===== config.mk =====
export PLATFORM = sky130hd
export DESIGN_NAME = mips_muldiv
export DESIGN_NICKNAME = d
export VERILOG_FILES = /design/src/rtl/mips_pkg.sv /design/src/rtl/mips_muldiv_step.sv /design/src/rtl/mips_muldiv.sv
export SDC_FILE = /design/constraint.sdc
export NUM_CORES = 1
export LEC_CHECK = 0
export BUFFER_PORTS_ARGS = -buffer_cell sky130_fd_sc_hd__buf_2
export CAP_MARGIN = 5
export CORE_AREA = 8 8 189 191
export CTS_CLUSTER_SIZE = 24
export DETAILED_ROUTE_END_ITERATION = 10
export DIE_AREA = 0 0 197 199
export PLACE_DENSITY = 0.7
export SLEW_MARGIN = 20
export SYNTH_ARGS = -nofsm -noshare
export SYNTH_HDL_FRONTEND = slang
export SYNTH_SLANG_ARGS = --single-unit

===== constraint.sdc =====
create_clock -name CLK -period 7.4 [get_ports CLK]
set_clock_uncertainty 0.1 [all_clocks]
set_input_delay 0.37 -clock CLK [delete_from_list [all_inputs] [get_ports CLK]]
set_output_delay 0.37 -clock CLK [all_outputs]
set_load 0.02 [all_outputs]

===== src/rtl/mips_pkg.sv =====
// Shared definitions for the MIPS multiply/divide unit: operation codes,
// controller states and the default datapath width.
package mips_pkg;

  localparam int MULDIV_W = 32;

  typedef enum logic [2:0] {
    OP_MULT  = 3'd0,
    OP_MULTU = 3'd1,
    OP_DIV   = 3'd2,
    OP_DIVU  = 3'd3,
    OP_MTHI  = 3'd4,
    OP_MTLO  = 3'd5
  } muldiv_op_e;

  typedef enum logic [1:0] {
    ST_IDLE = 2'd0,
    ST_RUN  = 2'd1,
    ST_FIN  = 2'd2
  } muldiv_state_e;

endpackage


===== src/rtl/mips_muldiv_step.sv =====
// WIDTH+1-bit adder/subtractor with carry-out. One instance serves both the
// shift-add of the multiplier and the trial subtract of the divider.
// With sub_i=1 the carry-out is set when a_i >= b_i (no borrow).
module muldiv_step #(
  parameter int WIDTH = 32
) (
  input  logic [WIDTH:0] a_i,
  input  logic [WIDTH:0] b_i,
  input  logic           sub_i,
  output logic [WIDTH:0] sum_o,
  output logic           cout_o
);

  logic [WIDTH:0] b_eff;

  // Invert the second operand for subtraction; the +1 comes in as carry-in.
  always_comb begin
    b_eff = sub_i ? ~b_i : b_i;
    {cout_o, sum_o} = {1'b0, a_i} + {1'b0, b_eff} + {{(WIDTH + 1){1'b0}}, sub_i};
  end

endmodule


===== src/rtl/mips_muldiv.sv =====
// Iterative MULT/MULTU/DIV/DIVU unit with architectural HI/LO registers.
// Operands are latched as magnitudes, WIDTH iterations of radix-2 shift-add
// or restoring shift-subtract run on a shared 2*WIDTH accumulator, and the
// sign correction is applied in the final FIN cycle when HI/LO are written.
module mips_muldiv
  import mips_pkg::*;
#(
  parameter int WIDTH = MULDIV_W
) (
  input  logic             CLK,
  input  logic             RST,
  input  logic             start,
  input  logic [2:0]       op,
  input  logic [WIDTH-1:0] srca,
  input  logic [WIDTH-1:0] srcb,
  input  logic             cancel,
  output logic             busy,
  output logic             done,
  output logic [WIDTH-1:0] hi,
  output logic [WIDTH-1:0] lo
);

  localparam int CNT_W = $clog2(WIDTH) + 1;

  // Two's complement negate when en is set (WIDTH bits).
  function automatic logic [WIDTH-1:0] neg_w(input logic [WIDTH-1:0] v, input logic en);
    logic signed [WIDTH-1:0] sv;
    sv = signed'(v);
    return en ? unsigned'(-sv) : v;
  endfunction

  // Two's complement negate when en is set (2*WIDTH bits).
  function automatic logic [2*WIDTH-1:0] neg_2w(input logic [2*WIDTH-1:0] v, input logic en);
    logic signed [2*WIDTH-1:0] sv;
    sv = signed'(v);
    return en ? unsigned'(-sv) : v;
  endfunction

  // Magnitude of an operand; unsigned operations pass the raw value through.
  function automatic logic [WIDTH-1:0] mag_w(input logic [WIDTH-1:0] v, input logic is_signed);
    return neg_w(v, is_signed & v[WIDTH-1]);
  endfunction

  muldiv_state_e      state_q;
  logic [CNT_W-1:0]   cnt_q;
  logic [2*WIDTH-1:0] acc_q;      // mul: {partial, multiplier}; div: {remainder, dividend/quotient}
  logic [2*WIDTH-1:0] acc_d;
  logic [WIDTH-1:0]   opb_q;      // multiplicand or divisor magnitude
  logic [WIDTH-1:0]   srca_q;     // raw dividend, returned in HI on divide by zero
  logic               is_div_q;
  logic               qsign_q;    // product/quotient negative (signed ops only)
  logic               rsign_q;    // remainder negative (signed ops only)
  logic               divzero_q;
  logic [WIDTH-1:0]   hi_q;
  logic [WIDTH-1:0]   lo_q;
  logic [WIDTH-1:0]   hi_d;
  logic [WIDTH-1:0]   lo_d;
  logic               done_q;

  logic [WIDTH:0]     step_a;
  logic [WIDTH:0]     step_b;
  logic [WIDTH:0]     step_sum;
  logic               step_cout;

  muldiv_op_e         op_e;
  logic               cmd_signed;
  logic               cmd_div;

  assign busy = (state_q != ST_IDLE);
  assign done = done_q;
  assign hi   = hi_q;
  assign lo   = lo_q;

  // Decode the incoming command's signedness and mul/div class.
  always_comb begin
    op_e       = muldiv_op_e'(op);
    cmd_signed = (op_e == OP_MULT) || (op_e == OP_DIV);
    cmd_div    = (op_e == OP_DIV)  || (op_e == OP_DIVU);
  end

  muldiv_step #(.WIDTH(WIDTH)) u_step (
    .a_i    (step_a),
    .b_i    (step_b),
    .sub_i  (is_div_q),
    .sum_o  (step_sum),
    .cout_o (step_cout)
  );

  // One iteration: steer the shared adder and form the next accumulator.
  always_comb begin
    if (is_div_q) begin
      // Shift the next dividend bit into the remainder and try subtracting.
      step_a = {acc_q[2*WIDTH-1:WIDTH], acc_q[WIDTH-1]};
      step_b = {1'b0, opb_q};
      if (step_cout) begin
        acc_d = {step_sum[WIDTH-1:0], acc_q[WIDTH-2:0], 1'b1};
      end else begin
        acc_d = {step_a[WIDTH-1:0], acc_q[WIDTH-2:0], 1'b0};
      end
    end else begin
      // Add the multiplicand when the multiplier LSB is set, then shift right.
      step_a = {1'b0, acc_q[2*WIDTH-1:WIDTH]};
      step_b = acc_q[0] ? {1'b0, opb_q} : '0;
      acc_d  = {step_sum, acc_q[WIDTH-1:1]};
    end
  end

  // Final HI/LO values with sign correction and the divide-by-zero rule.
  always_comb begin
    logic [2*WIDTH-1:0] prod;
    prod = neg_2w(acc_q, qsign_q);
    hi_d = prod[2*WIDTH-1:WIDTH];
    lo_d = prod[WIDTH-1:0];
    if (is_div_q) begin
      if (divzero_q) begin
        hi_d = srca_q;
        lo_d = '1;
      end else begin
        hi_d = neg_w(acc_q[2*WIDTH-1:WIDTH], rsign_q);
        lo_d = neg_w(acc_q[WIDTH-1:0], qsign_q);
      end
    end
  end

  // Controller and all architectural/working state.
  always_ff @(posedge CLK or posedge RST) begin
    if (RST) begin
      state_q   <= ST_IDLE;
      cnt_q     <= '0;
      acc_q     <= '0;
      opb_q     <= '0;
      srca_q    <= '0;
      is_div_q  <= 1'b0;
      qsign_q   <= 1'b0;
      rsign_q   <= 1'b0;
      divzero_q <= 1'b0;
      hi_q      <= '0;
      lo_q      <= '0;
      done_q    <= 1'b0;
    end else begin
      done_q <= 1'b0;
      unique case (state_q)
        ST_IDLE: begin
          if (start) begin
            case (op_e)
              OP_MULT, OP_MULTU, OP_DIV, OP_DIVU: begin
                if (cmd_div) begin
                  acc_q <= {{WIDTH{1'b0}}, mag_w(srca, cmd_signed)};
                  opb_q <= mag_w(srcb, cmd_signed);
                end else begin
                  acc_q <= {{WIDTH{1'b0}}, mag_w(srcb, cmd_signed)};
                  opb_q <= mag_w(srca, cmd_signed);
                end
                srca_q    <= srca;
                is_div_q  <= cmd_div;
                qsign_q   <= cmd_signed & (srca[WIDTH-1] ^ srcb[WIDTH-1]);
                rsign_q   <= cmd_signed & srca[WIDTH-1];
                divzero_q <= cmd_div & (srcb == '0);
                cnt_q     <= '0;
                state_q   <= ST_RUN;
              end
              OP_MTHI: hi_q <= srca;
              OP_MTLO: lo_q <= srca;
              default: ;
            endcase
          end
        end
        ST_RUN: begin
          if (cancel) begin
            state_q <= ST_IDLE;
          end else begin
            acc_q <= acc_d;
            cnt_q <= cnt_q + 1'b1;
            if (cnt_q == CNT_W'(WIDTH - 1)) begin
              state_q <= ST_FIN;
            end
          end
        end
        ST_FIN: begin
          if (!cancel) begin
            hi_q   <= hi_d;
            lo_q   <= lo_d;
            done_q <= 1'b1;
          end
          state_q <= ST_IDLE;
        end
        default: state_q <= ST_IDLE;
      endcase
    end
  end

endmodule

# Word level (Yosys, flattened, before mapping)
# Index checks and enable logic that the tools add are counted.
# word_totals
register_bits,205
inputBits,71
# op_classes
add_sub_neg,8
eq_ne,15
n_mux,40
bitwise_logic,6
reduce_logical,14
# op_table
cell,n
32-bit two-way mux,18
64-bit two-way mux,6
32-bit negation,4
32-bit one-hot mux with 2 select lines,2
64-bit one-hot mux with 2 select lines,1
33-bit two-way mux,2
64-bit negation,1
33-bit by 33-bit adder with 34-bit output,1
34-bit by 1-bit adder with 34-bit output,1
32-bit NOT with 33-bit output,1
32-bit logical NOT,1
6-bit two-way mux,3
6-bit one-hot mux with 2 select lines,1
4-bit AND reduction,3
2-bit two-way mux,4
6-bit by 1-bit adder with 6-bit output (second input constant),1
3-bit by 2-bit == test with 1-bit output (second input constant),2
3-bit == test (second input constant),2
6-bit by 5-bit == test with 1-bit output (second input constant),1
2-bit by 1-bit inequality test with 1-bit output (second input constant),3
2-bit inequality test (second input constant),3
3-bit AND reduction,2
2-bit nonzero test,3
1-bit bitwise AND,4
11 further kinds,13

# Logic depth before layout (Yosys ltp)
# Gate-level depths: netlist of run 1.
# logic_depth
word_depth,10
ltp_mapped,17
mapped_depth_nobuf,13

# Hierarchy
# From an unflattened synthesis of run 1, not the netlist that was laid out.
# unflattened
cells_unflattened,2286
hier_area_um2,17689.5
# by_module_without_submodules
mod,n_inst,cells_per_inst,area_each_um2,seq_area_each_um2
mips_muldiv,1,1964,15389.8,5129.9
muldiv_step,1,322,2299.7,0.0

# Worst setup path before layout of run 1
# OpenSTA, ideal clock, no wires.
# synth_timing
kind,flip-flop to flip-flop
from,register is_div_q
to,register acc_q[50]
setup_ps,126
arrival_ps,4018
t_required_ps,7174
path_slack_ps,3156
stages_incl_launch_ff,14
path_buffers,3
period_less_slack_ps,4244
path_cell_list,dfrtp_1 -> clkbuf_1 -> buf_1 -> clkbuf_1 -> mux2_2 -> ha_1 -> nand2_1 -> o31a_1 -> o31a_1 -> o311ai_2 -> a22oi_1 -> nand3_1 -> a2bb2o_1 -> a221o_1
# synth_via
elab_chain_cells,9
elab_cells_between_ends,10
# synth_rtl
element,line_no,source
from (decl),mips_muldiv.sv:50,logic is_div_q;
from (signal assigned),mips_muldiv.sv:155,is_div_q <= cmd_div;
32-bit two-way mux,mips_muldiv.sv:91,if (is_div_q) begin
32-bit NOT with 33-bit output,mips_muldiv_step.sv:18,b_eff = sub_i ? ~b_i : b_i;
33-bit two-way mux,mips_muldiv_step.sv:18,
33-bit by 33-bit adder with 34-bit output,mips_muldiv_step.sv:19,"{cout_o, sum_o} = {1'b0, a_i} + {1'b0, b_eff} + {{(WIDTH + 1){1'b0}}, sub_i};"
34-bit by 1-bit adder with 34-bit output,mips_muldiv_step.sv:19,
64-bit two-way mux,mips_muldiv.sv:95,if (step_cout) begin
64-bit two-way mux *,mips_muldiv.sv:91,
64-bit two-way mux *,mips_muldiv.sv:169,if (cancel) begin
64-bit one-hot mux with 2 select lines *,mips_muldiv.sv:142,unique case (state_q)
to (signal assigned),mips_muldiv.sv:148,"acc_q <= {{WIDTH{1'b0}}, mag_w(srca, cmd_signed)};"
to (signal assigned),mips_muldiv.sv:151,"acc_q <= {{WIDTH{1'b0}}, mag_w(srcb, cmd_signed)};"
to (decl),mips_muldiv.sv:46,logic [2*WIDTH-1:0] acc_q;
# Mark *: on every way between the ends. The rest lies on a longest branch, timed or not. The select of a mux whose other input is x is not followed.
# A chain may end at the register's enable or synchronous reset.

# Worst setup path in the final report of run 1
# Ends and elaborated chain as after synthesis.

==> results.json, run 1 <==
{
  "core_mm2": 0.0329,
  "root_buffer": "clkbuf_16",
  "slew_headroom_pct": 27.8,
  "antenna_found_initial": 0,
  "htree_levels": 1,
  "hold_buffers": 1,
  "endpoint_kind": "flip-flop",
  "antenna_cells": 0,
  "yosysWarnings": 0,
  "p_per_area_mw_per_mm2": 344,
  "fmax_mhz": 183,
  "reg2reg_to": "acc_q[50]",
  "final_cell_mix": "nand2_1 (346), o21ai_0 (232), dfrtp_1 (204)",
  "synth_edf_count": 0,
  "worstHoldEndpoint": "srca_q[18]",
  "vias_per_cell": 6.46,
  "ys_seq_elements": 205,
  "hpwl_um": 43400,
  "fin_tns_setup_ps": 0,
  "post_cts_resized": 0,
  "crit_required_ps": 7700,
  "drive_above_1_share_pct": 12.4,
  "grt_max_degree": 130,
  "regToRegSetupSlack_ps": 1920,
  "synth_cells": 2082,
  "first_global_vias": 14495,
  "reg2regPathDepth": 12,
  "wirelength_um": 58800,
  "post_synth.cell_area_avg_um2": 7.74,
  "gp_congestion": 0.978,
  "status": "completed",
  "die_x_um": 197,
  "power.leakage_nw": 7.24,
  "ant_nets": 0,
  "finalHoldViolCount": 0,
  "final_area_mm2": 0.0176,
  "design.portCount": 137,
  "synth_top_flop_cell": "dfrtp_1",
  "yosysSeqAreaShare_pct": 31.8,
  "arrival_ps": 5780,
  "cts_setup_buffers": 0,
  "vias": 16382,
  "r2r-start": "is_div_q",
  "overflow": 0,
  "ir_worst_vdd_uv": 151,
  "die_y_um": 199,
  "netlist_area_mm2": 0.0161,
  "clk-insertion-delay-late_ps": 540,
  "syn_to_final_growth_pct": 9.01,
  "instances_no_fill": 2534,
  "drc": 0,
  "grtUsageTotal_pct": 28.7,
  "cts_made_buffers": 23,
  "hold_depth": 3,
  "drt_iter0_markers": 1940,
  "initial_core_util_pct": 49.0,
  "setup-violations-final": 0,
  "grt_pass1_wl_um": 88300,
  "synth_cell_type_count": 79,
  "crit_path_start_kind": "flip-flop",
  "path_class": "flip-flop to flip-flop",
  "finalCritPeriodShare_pct": 74.0,
  "final_common_cell": "nand2_1",
  "postSynth.asyncResetShare_pct": 100,
  "drv_cap": 0,
  "place_area_mm2": 0.0168,
  "wl_per_cell_um": 23.2,
  "clkSinkCount": 205,
  "rsz0062_at_grt": "false",
  "hp-class": "input port to flip-flop",
  "cts_tree": "built",
  "rows": 67,
  "drv_slew": 0,
  "worst_pin_slew_ps": 1080,
  "die_area_mm2": 0.0392,
  "syn_nets": 2190,
  "dr.pass1.iters": 5,
  "min_period_ps": 5480,
  "io_buffers": 136,
  "clock_path_buffers": 3,
  "nNetsFinal": 2178,
  "dp.cells": 2491,
  "hp-start": "srca[18]",
  "clk_pin_slew_worst_paths_ps": 60,
  "path_max_fanout": 68
}
[sequential cells by signal, indices dropped and copies added (netlist names)]
name,cells
acc_q,64
cnt_q,6
divzero_q,1
done,1
hi,32
is_div_q,1
lo,32
opb_q,32
qsign_q,1
rsign_q,1
srca_q,32
state_q,2
[cell type report]
type                    instances  area (µm²)
fillers                      3168       15300
multi-input cells            1653       10200
flip-flops and latches        205        5130
repair buffers                155         828
clock buffers                  32         649
well taps                     448         561
inverters                      32         128
clock inverters                 9         113
[through the flow]
stage / hold WS (ps) / utilization (%) / power (mW) / setup WS [ps]
after floorplan: 337 / - / 3.91 / 1330
after global placement: 351 / 51.1 / 4.75 / 2100
after detailed placement: 357 / 51.1 / 4.79 / 2030
after CTS: 0.961 / 53.4 / 5.97 / 2020
after global routing: 52.9 / 53.5 / 6.40 / 1520
final: 41.6 / 53.5 / 6.05 / 1920
[per-layer routing]
| layer | share of wire [%] | global-route usage (%) | wire length (µm) | up-vias |
|---|---|---|---|---|
| li1 | - | - | - | 7517 |
| met4 | 4.4 | 11.3 | 2610 | 0 |
| met5 | 0 | 0 | 0 | - |
| met1 | 43 | 40.7 | 25000 | 7802 |
| met3 | 11 | 7.12 | 6750 | 121 |
| met2 | 41 | 41.4 | 24400 | 942 |
[worst max-delay path by stage]
stage                   from        end  slack [ps]
floorplan                RST   acc_q[0]        1330
global placement    is_div_q  acc_q[50]        2100
detailed placement  is_div_q  acc_q[50]        2030
CTS                 is_div_q  acc_q[50]        2020
global route        is_div_q  acc_q[53]        1520
finish              is_div_q  acc_q[50]        1920
[Yosys cell counts (all sizes together) (6+ instances only)]
library cell,count,share of area [%]
and3,11,0.43
o31ai,38,1.8
o21bai,6,0.28
o21a,17,0.79
o41ai,20,1.3
mux2i,43,2.7
xnor2,89,4.8
a211oi,6,0.28
a21o,12,0.56
nor2,141,3.3
a31oi,35,1.4
o311ai,6,0.37
a221o,11,0.68
ha,36,2.8
nor3,44,1.4
a221oi,11,0.60
o21ai,244,7.6
dfrtp,205,32
nand3,24,0.75
o211ai,15,0.70
nand2,347,8.1
and2,7,0.27
nand4,14,0.54
or3,27,1.1
o22ai,55,2.1
nor2b,7,0.27
or4,22,1.1
or2,9,0.35
clkbuf,169,4.0
o221ai,35,1.9
xor2,68,3.7
nor4,19,0.74
nand2b,13,0.50
buf,23,0.73
inv,32,0.75
a21oi,135,4.2
mux2,33,2.3
[worst max-delay path: stages (launching register included)]
cell and delay (ps):
dfrtp_4 910, inv_1 590, buf_4 410, o21ai_0 340, ha_1 190, nand2_1 50
o31a_1 290, o31a_1 330, o311ai_2 490, a22oi_1 250, nand3_1 780, a2bb2o_1 320
a221o_1 280
[report_power, final]
| group | internal, mW | switching (mW) |
|---|---|---|
| combinational | 1.09 | 1.81 |
| clock | 0.687 | 0.496 |
| sequential | 1.42 | 0.541 |
| total | 3.20 | 2.85 |
[logic make-up after synthesis]
logic type | synth area share (%)
multiplexers | 4.98
adder cells (fa/ha/maj) | 2.92
XOR/XNOR | 8.53
buffers and inverters | 5.43
AND/OR/NAND/NOR | 19.7
flip-flops | 31.8
AO/OA/AOI/OAI | 26.6
Power figures use the tool's default switching activity.
==> inputs of run 2 (changes only) <==
ABC_AREA = 1   (was unset)
CORE_AREA = 8 8 202 204   (was 8 8 189 191)
DIE_AREA = 0 0 210 212   (was 0 0 197 199)
PLACE_DENSITY = 0.69   (was 0.7)
clock period = 5.4 ns   (was 7.4 ns; I/O delays follow)
==> run 2 against run 1 <==
Compared with the run above: first-iteration DRC count increased by 24%; final cell count increased by 46%; global-route usage increased by 7.8 points; register-to-register slack got worse by 400 ps; maximum frequency increased by 41%; sequential power increased by 35%; via count increased by 32%; die area increased by 14%; clock power increased by 61%; non-clock buffer count increased by 24; critical path depth increased by 3; critical path type unchanged; largest cell class unchanged; highest routed layer is now met5.
==> results.json, run 2 <==
{
  "setup-violations-final": 0,
  "largest-register": "acc_q",
  "clkSinkCount": 205,
  "htree_levels": 1,
  "final_cell_mix": "nand2_1 (838), nor2_1 (557), nand3_1 (273)",
  "overflow": 0,
  "power.leakage_nw": 9.96,
  "syn_nets": 3220,
  "gp_congestion": 1.04,
  "cts_tree": "built",
  "nNetsFinal": 3274,
  "synth_top_flop_cell": "dfrtp_1",
  "hpwl_um": 65100,
  "p_sw_mw": 5.17,
  "ir_worst_vdd_uv": 214,
  "use_met2_pct": 58.4,
  "seqPwrFrac_pct": 26.7,
  "dr.pass1.iters": 8,
  "vias": 21631,
  "first_global_vias": 20729,
  "wl_per_cell_um": 22.4,
  "yosysSeqAreaShare_pct": 27.8,
  "fin_tns_setup_ps": 0,
  "drive_above_1_share_pct": 8.70,
  "die_x_um": 210,
  "clk_pin_slew_worst_paths_ps": 60,
  "synth_edf_count": 0,
  "grtUsageTotal_pct": 36.5,
  "drc": 0,
  "endpoint_kind": "flip-flop",
  "hold_buffers": 12,
  "largest_reg_flops": 64,
  "grtUsageMet1_pct": 45.3,
  "ys_seq_elements": 205,
  "cts_setup_buffers": 0,
  "fmax_mhz": 258,
  "post_cts_resized": 0,
  "crit_path_start_kind": "flip-flop",
  "die_y_um": 212,
  "netlist.area_leader.share_pct": 27.8,
  "r2r-start": "is_div_q",
  "initial_core_util_pct": 48.7,
  "reg2reg_to": "acc_q[33]",
  "crit_required_ps": 5700,
  "slew_headroom_pct": 22.9,
  "rsz0062_at_grt": "false",
  "vias_per_cell": 5.84,
  "ant_nets": 0,
  "drt_iter0_markers": 2399,
  "clock_path_buffers": 3,
  "synth_cells": 3112,
  "rows": 72,
  "p_comb_share_pct": 54.1,
  "antenna_found_initial": 2,
  "io_buffers": 136,
  "grt.busiest_layer": "met2",
  "clk-insertion-delay-late_ps": 560,
  "worstHoldEndpoint": "opb_q[29]",
  "place_ws_ps": 1620,
  "grt_pass1_wl_um": 124000,
  "finalCritPeriodShare_pct": 71.8,
  "p_int_mw": 4.72,
  "regToRegSetupSlack_ps": 1520,
  "yosys-top-cells-area": "dfrtp_1 (28%), nand2_1 (17%), nor2_1 (11%)",
  "p_per_area_mw_per_mm2": 483,
  "final_common_cell": "nand2_1",
  "root_buffer": "clkbuf_16",
  "hp-class": "input port to flip-flop",
  "netlist_area_mm2": 0.0185,
  "synthTopCellsByCount": "nand2_1 (838), nor2_1 (559), nand3_1 (273)",
  "design.portCount": 137,
  "hp-start": "srcb[29]",
  "grt_max_degree": 113,
  "status": "completed",
  "synth.largest_area_cell": "dfrtp_1",
  "reg2regPathDepth": 15,
  "synth_cell_type_count": 48,
  "path_class": "flip-flop to flip-flop",
  "finalHoldViolCount": 0,
  "die_area_mm2": 0.0445,
  "worst_pin_slew_ps": 1160,
  "cts_made_buffers": 26,
  "hold_depth": 5,
  "arrival_ps": 4180,
  "netSwitchingFraction_pct": 52.3,
  "yosysMostFrequentCell": "nand2_1",
  "drv_cap": 0,
  "wirelength_um": 82800,
  "postSynth.asyncResetShare_pct": 100,
  "fin_ws_ps": 1520,
  "clkPwrFrac_pct": 19.2,
  "min_period_ps": 3880,
  "yosysWarnings": 0,
  "post_synth.cell_area_avg_um2": 5.93,
  "core_mm2": 0.0379,
  "grtUsageMet3_pct": 7.65,
  "path_max_fanout": 111,
  "drv_slew": 0,
  "syn_to_final_growth_pct": 10.9
}
[run 2: cell count changes after synthesis, moves of 60 or more]
cell      previous run  this run
nand2_1            347       838
nand3_1             24       273
inv_1               32       263
clkbuf_1           167       107
xnor2_1             89         6
nor2_1             141       559
[run 2: worst max-delay path: stages, from the launching register on]
cell     delay, ps
dfrtp_4        440
buf_12         410
nor2_1         130
a21oi_1        460
ha_1           380
nand2_1        140
inv_1           60
a21oi_1        230
nand2_1        120
a21oi_2        180
nand3_2        350
buf_4          380
nand2_1         90
o21ai_1         60
nand3_1         60
o21ai_0         80
[run 2: layer usage]
layer	vias up	share of wire, %
met5	-	0.023
met4	2	6.4
met3	192	9.0
met2	962	45
met1	10270	39
li1	10205	-
[run 2: power by group through the flow]
stage          clock (mW)  sequential, mW  combinational, mW
2_1_floorplan           0            2.46               3.61
3_3_place_gp            0            2.63               5.21
3_5_place_dp            0            2.63               5.22
4_1_cts              1.90            2.61               5.26
5_1_grt              1.96            2.68               5.92
6_report             1.90            2.64               5.35
[run 2: cells by family after synthesis]
| family | Yosys count | synth area share [%] |
|---|---|---|
| DFF | 205 | 27.8 |
| adders and majority gates | 37 | 2.55 |
| xor gates and xnor gates | 74 | 3.51 |
| AOI/OAI and AO/OA | 560 | 16.6 |
| buffers and inverters | 441 | 9.31 |
| and+or+nand+nor | 1795 | 40.2 |
[run 2: worst max-delay path by stage]
| stage | to | from | depth (start not counted) |
|---|---|---|---|
| 4_1_cts | acc_q[33] | is_div_q | 18 |
| 2_1_floorplan | acc_q[0] | is_div_q | 15 |
| 5_1_grt | acc_q[33] | is_div_q | 18 |
| 3_5_place_dp | acc_q[59] | is_div_q | 21 |
| 3_3_place_gp | acc_q[59] | is_div_q | 21 |
| 6_report | acc_q[33] | is_div_q | 15 |
[run 2: area by class of cell]
cell class | count | area [µm²]
fill | 4042 | 17500
multi-input combinational | 2466 | 11600
sequential | 205 | 5130
inverter | 288 | 1090
timing repair buffer | 179 | 1070
clock buffer | 34 | 721
tap | 518 | 648
clock inverter | 12 | 185
antenna | 1 | 2.50
[run 2: metrics by stage]
| step | power [mW] | area (µm²) | util [%] | hold slack [ps] | instances |
|---|---|---|---|---|---|
| 6_report | 9.89 | 20500 | 54.0 | 13.7 | 3703 |
| 2_1_floorplan | 6.07 | 18500 | - | 236 | 3112 |
| 5_1_grt | 10.6 | 20500 | 54.0 | 32.8 | 3702 |
| 3_5_place_dp | 7.86 | 19400 | 51.2 | 368 | 3643 |
| 4_1_cts | 9.77 | 20400 | 53.9 | 3.61 | 3701 |
| 3_3_place_gp | 7.84 | 19400 | 51.2 | 363 | 3643 |
